$ cat config.mk
export PLATFORM = sky130hd
export DESIGN_NAME = npc_pc_unit
export DESIGN_NICKNAME = d
export VERILOG_FILES = /design/src/rtl/npc_pc_unit.sv
export SDC_FILE = /design/constraint.sdc
export NUM_CORES = 1
export LEC_CHECK = 0
export CAP_MARGIN = 20
export CORE_AREA = 2 2 106 108
export CTS_BUF_LIST = sky130_fd_sc_hd__clkbuf_8
export DETAILED_ROUTE_END_ITERATION = 8
export DIE_AREA = 0 0 108 110
export PLACE_DENSITY = 0.86
export SYNTH_ARGS = -nofsm -noshare
export SYNTH_HDL_FRONTEND = slang
export SYNTH_SLANG_ARGS = --single-unit
$ cat constraint.sdc
create_clock -name clk -period 3.9 [get_ports clk]
set_input_delay 0.585 -clock clk [delete_from_list [all_inputs] [get_ports clk]]
set_output_delay 0.585 -clock clk [all_outputs]
set_load 0.005 [all_outputs]
$ cat src/rtl/npc_pc_unit.sv
// Fetch-stage PC register and next-PC selector: resolves D-stage branches/jumps,
// exception entry and eret return into the next fetch address, and flags fetch AdEL.
module npc_pc_unit #(
  parameter logic [31:0] RESET_PC  = 32'h0000_3000,
  parameter logic [31:0] EXC_ENTRY = 32'h0000_4180,
  parameter logic [31:0] IM_BASE   = 32'h0000_3000,
  parameter logic [31:0] IM_LIMIT  = 32'h0000_6ffc
) (
  input  logic        clk,
  input  logic        reset,
  input  logic        stall,
  input  logic        req,
  input  logic        eret_d,
  input  logic [31:0] epc,
  input  logic [2:0]  br_type,
  input  logic        cmp_eq,
  input  logic [31:0] d_pc,
  input  logic [15:0] d_imm16,
  input  logic [25:0] d_index,
  input  logic [31:0] d_rs_val,
  output logic [31:0] f_pc,
  output logic        f_exc_adel,
  output logic [4:0]  f_exc_code,
  output logic        f_bd,
  output logic        f_kill,
  output logic        redirect
);

  typedef enum logic [2:0] {
    BR_NONE = 3'd0,
    BR_BEQ  = 3'd1,
    BR_BNE  = 3'd2,
    BR_J    = 3'd3,
    BR_JR   = 3'd4
  } br_type_e;

  localparam logic [4:0] EXC_ADEL = 5'd4;

  logic [31:0] pc_plus4;
  logic [31:0] d_pc_plus4;
  logic [31:0] br_offset;
  logic [31:0] br_target;
  logic [31:0] j_target;
  logic [31:0] cf_target;
  logic [31:0] next_pc;
  logic        is_cf;
  logic        taken;

  // Sequential wrap from 32'hFFFF_FFFC to 0 is intentional; the range check flags it.
  assign pc_plus4   = f_pc + 32'd4;
  assign d_pc_plus4 = d_pc + 32'd4;
  assign br_offset  = {{14{d_imm16[15]}}, d_imm16, 2'b00};
  assign br_target  = d_pc_plus4 + br_offset;
  assign j_target   = {d_pc_plus4[31:28], d_index, 2'b00};

  // NOTE: every output of an always_comb gets a default first, so no path leaves it unassigned (no latch).
  always_comb begin
    is_cf     = 1'b0;
    taken     = 1'b0;
    cf_target = pc_plus4;
    case (br_type)
      BR_BEQ: begin
        is_cf     = 1'b1;
        taken     = cmp_eq;
        cf_target = br_target;
      end
      BR_BNE: begin
        is_cf     = 1'b1;
        taken     = !cmp_eq;
        cf_target = br_target;
      end
      BR_J: begin
        is_cf     = 1'b1;
        taken     = 1'b1;
        cf_target = j_target;
      end
      BR_JR: begin
        is_cf     = 1'b1;
        taken     = 1'b1;
        cf_target = d_rs_val;
      end
      default: begin
        is_cf     = 1'b0;
        taken     = 1'b0;
        cf_target = pc_plus4;
      end
    endcase
  end

  // Exception entry beats a freeze; a frozen branch or eret is simply re-evaluated later.
  always_comb begin
    next_pc = pc_plus4;
    if (req)
      next_pc = EXC_ENTRY;
    else if (stall)
      next_pc = f_pc;
    else if (eret_d)
      next_pc = epc;
    else if (taken)
      next_pc = cf_target;
  end

  // NOTE: sequential state uses non-blocking assignments so all flops update from pre-edge values.
  always_ff @(posedge clk) begin
    if (reset)
      f_pc <= RESET_PC;
    else
      f_pc <= next_pc;
  end

  assign redirect   = !reset && (req || (!stall && (eret_d || taken)));
  assign f_bd       = is_cf && !req;
  assign f_kill     = eret_d && !stall && !req;
  assign f_exc_adel = (f_pc[1:0] != 2'b00) || (f_pc < IM_BASE) || (f_pc > IM_LIMIT);
  assign f_exc_code = f_exc_adel ? EXC_ADEL : 5'd0;

endmodule

==> reports/results.tsv <==
metric	value	unit
status	completed	
viasPerCell	6.07	
track_usage	0.327	
cpMaxStageDelayCell	clkdlybuf4s50_1	
port_buffers	183	
worstSkewPairLatency	290	ps
clockBufferDepth	2	
diodes	0	
dr.pass1.iters	8	
cts_tree	done	
max-cap-violations	0	
largest_register	f_pc	
p_leak	3.20	nW
ioPinCount	188	
hpwl	16100	um
switching_share	0.370	
worst_pin_slew	689	ps
cts.sinks	32	
grt_overflow	0	
synth_edf_count	0	
drcViolationCount	0	
syn_to_final_growth	59.7	%
gp_congestion	0.953	
reg_top3	f_pc: 30 flops	
syn-instance-count	683	
p_int	999	uW
finalSetupViolCount	0	
end_kind	flip-flop	
fin_crit_sh	0.962	
synth_warnings	0	
power.total	1.59	mW
pwr-share-comb	0.559	
initial_utilization	0.464	
grt_pass1_vias	6314	
largest_reg_flops	30	
fill_cells	846	
dieWidth	108	um
criticalPathCategory	primary input to flip-flop	
crit_path_max_fanout	5	
cp-start-kind	primary input	
switching_power	587	uW
seq_area_frac_synth	0.129	
final_util	0.741	
slew_headroom	0.539	
dieArea	0.0119	sq mm
timing.critical_path.buf_inv	2	
clk_pin_slew	70	ps
drive_above_1_share	0.184	
synth_seq_cells	32	
grt_antenna_before_repair	0	
p_per_area	200	mW/mm^2
cts-root-buf	clkbuf_8	
required	4140	ps
cts_buffers	5	
core.rowCount	38	
cts_hold_buf	0	
fp.dieH	110	um
vdd_ir_drop_max	154	uV
first_iter_violations	614	
antenna_left	0	
grt_max_degree	47	
cpPeakStageDelay	480	ps
final-hold-violation-count	0	
slew_violations	0	
wl_per_cell	18.6	um
grt_pass1_wl	31100	um
coreArea	0.0107	sq mm
period_minus_slack	3750	ps
synth_area	0.00496	sq mm
avgSynthCellArea	7.27	sq um
arrival	3990	ps
path_delay_family	simple AND/OR/NAND/NOR gates	
clkPwrFrac	0.206	
routed_wl	20200	um
min_path_type	flip-flop to flip-flop	
crit_chain	clkdlybuf4s50_1 > and4_4 > nand2_4 > buf_4 > nor2_4 > nand2_1 > xnor2_1 > ha_1 > and3_4 > nand4_1 > a31oi_4 > nor3_4 > nor2_2 > o22ai_1 > o31a_1 > or4b_1 > nand3_1	
async_flop_share	0	
vias	6590	
timing.fmax	0.267	GHz
p_seq_frac	0.235	
synth-main-ff-cell	dfxtp_1	
nets	1127	
ys_types	71	
h-tree-depth	2	
finalClockSkew	3.44	ps
## power groups by stage
stage	sequential, mW	combinational (mW)	clock [mW]
2_1_floorplan	0.373	0.411	0
3_3_place_gp	0.377	0.814	0
3_5_place_dp	0.379	0.838	0
4_1_cts	0.372	0.849	0.326
5_1_grt	0.375	0.951	0.339
6_report	0.373	0.886	0.327
## final timing paths
check | slack, ps | cells after the start | endpoint | startpoint
worst max-delay path | 150 | 17 | f_pc[29] | d_pc[8]
worst min-delay path | 530 | 2 | flip-flop | flip-flop
worst max register to register | 1110 | 10 | f_pc[30] | f_pc[2]
worst min register to register | 530 | 2 | flip-flop | flip-flop
## cell usage in the layout, fill, tap and decap left out, drive strengths merged, types with 19 or more instances in the layout
master	Yosys	final
a21o	19	19
xor2	28	28
inv	21	21
nand2	52	52
dfxtp	32	32
buf	13	109
xnor2	43	43
o21ai	43	43
nand3	39	39
clkdlybuf4s50	0	176
nor2	68	68
ha	35	35
a221oi	30	30
a21oi	59	59
## layer usage
layer / vias to the layer above / global-route usage / part of all wire
met4: 0 / 0.128 / 0.030
li1: 3097 / - / -
met5: - / 0 / 0
met2: 384 / 0.565 / 0.48
met3: 61 / 0.0376 / 0.079
met1: 3048 / 0.418 / 0.41
## synth_stat cells, types with 8 or more instances
| library cell | count | area share |
|---|---|---|
| a211oi_1 | 12 | 0.018 |
| a21o_1 | 19 | 0.029 |
| a21oi_1 | 56 | 0.056 |
| a221oi_1 | 30 | 0.053 |
| a22oi_1 | 13 | 0.020 |
| and3_1 | 10 | 0.013 |
| clkbuf_1 | 28 | 0.021 |
| dfxtp_1 | 32 | 0.13 |
| ha_1 | 35 | 0.088 |
| inv_1 | 21 | 0.016 |
| nand2_1 | 52 | 0.039 |
| nand3_1 | 38 | 0.038 |
| nand4_1 | 12 | 0.015 |
| nor2_1 | 66 | 0.050 |
| nor3_1 | 8 | 0.0081 |
| o21ai_0 | 41 | 0.041 |
| xnor2_1 | 42 | 0.074 |
| xor2_1 | 28 | 0.049 |
## repair_timing
item,4_1_cts,5_1_grt
pin swaps,3,20
endpoints found under the setup margin,6,15
gates cloned,0,0
buffers inserted,0,4
gates resized for setup,10,35
## final cells by class
cell class | count | area [sq um] | area share
flip-flops and latches | 32 | 641 | 0.0808
inverters | 21 | 78.8 | 0.00994
repair buffers | 292 | 2670 | 0.337
multi-input cells | 592 | 4250 | 0.537
clock inverters | 3 | 42.5 | 0.00537
well taps | 140 | 175 | 0.0221
clock buffers | 5 | 68.8 | 0.00868
## cell families (layout without fill, tap and decap cells)
family / Yosys count / in the layout / synth area share
AOI/OAI and AO/OA: 239 / 239 / 0.332
and+or+nand+nor: 236 / 236 / 0.254
xor gates and xnor gates: 71 / 71 / 0.127
buffers and inverters: 62 / 321 / 0.0524
adders and majority gates: 36 / 36 / 0.0923
DFF: 32 / 32 / 0.129
muxes: 6 / 6 / 0.0126
other: 1 / 4 / 0.000756
## worst register-to-register path: stages (launching register included)
cell and delay [ps]:
dfxtp_1 450, ha_1 270, and4_1 290, nor3b_4 290, and3_1 260, nand4_2 190, nor4_2 350, nand3_1 150
xnor2_1 140, o21ai_0 180, o22ai_1 90
## through the flow
step           hold WS [ps]  area, sq um  instances  worst slack [ps]  setup TNS (ps)
2_1_floorplan           506         4970        686               471               0
3_3_place_gp            504         7600       1074              -240           -1960
3_5_place_dp            520         7600       1074              -380           -3910
4_1_cts                 529         7760       1082              8.22               0
5_1_grt                 579         7930       1085             -40.5            -102
6_report                529         7930       1085               148               0
Note: power is estimated with default switching activity, not from simulation.
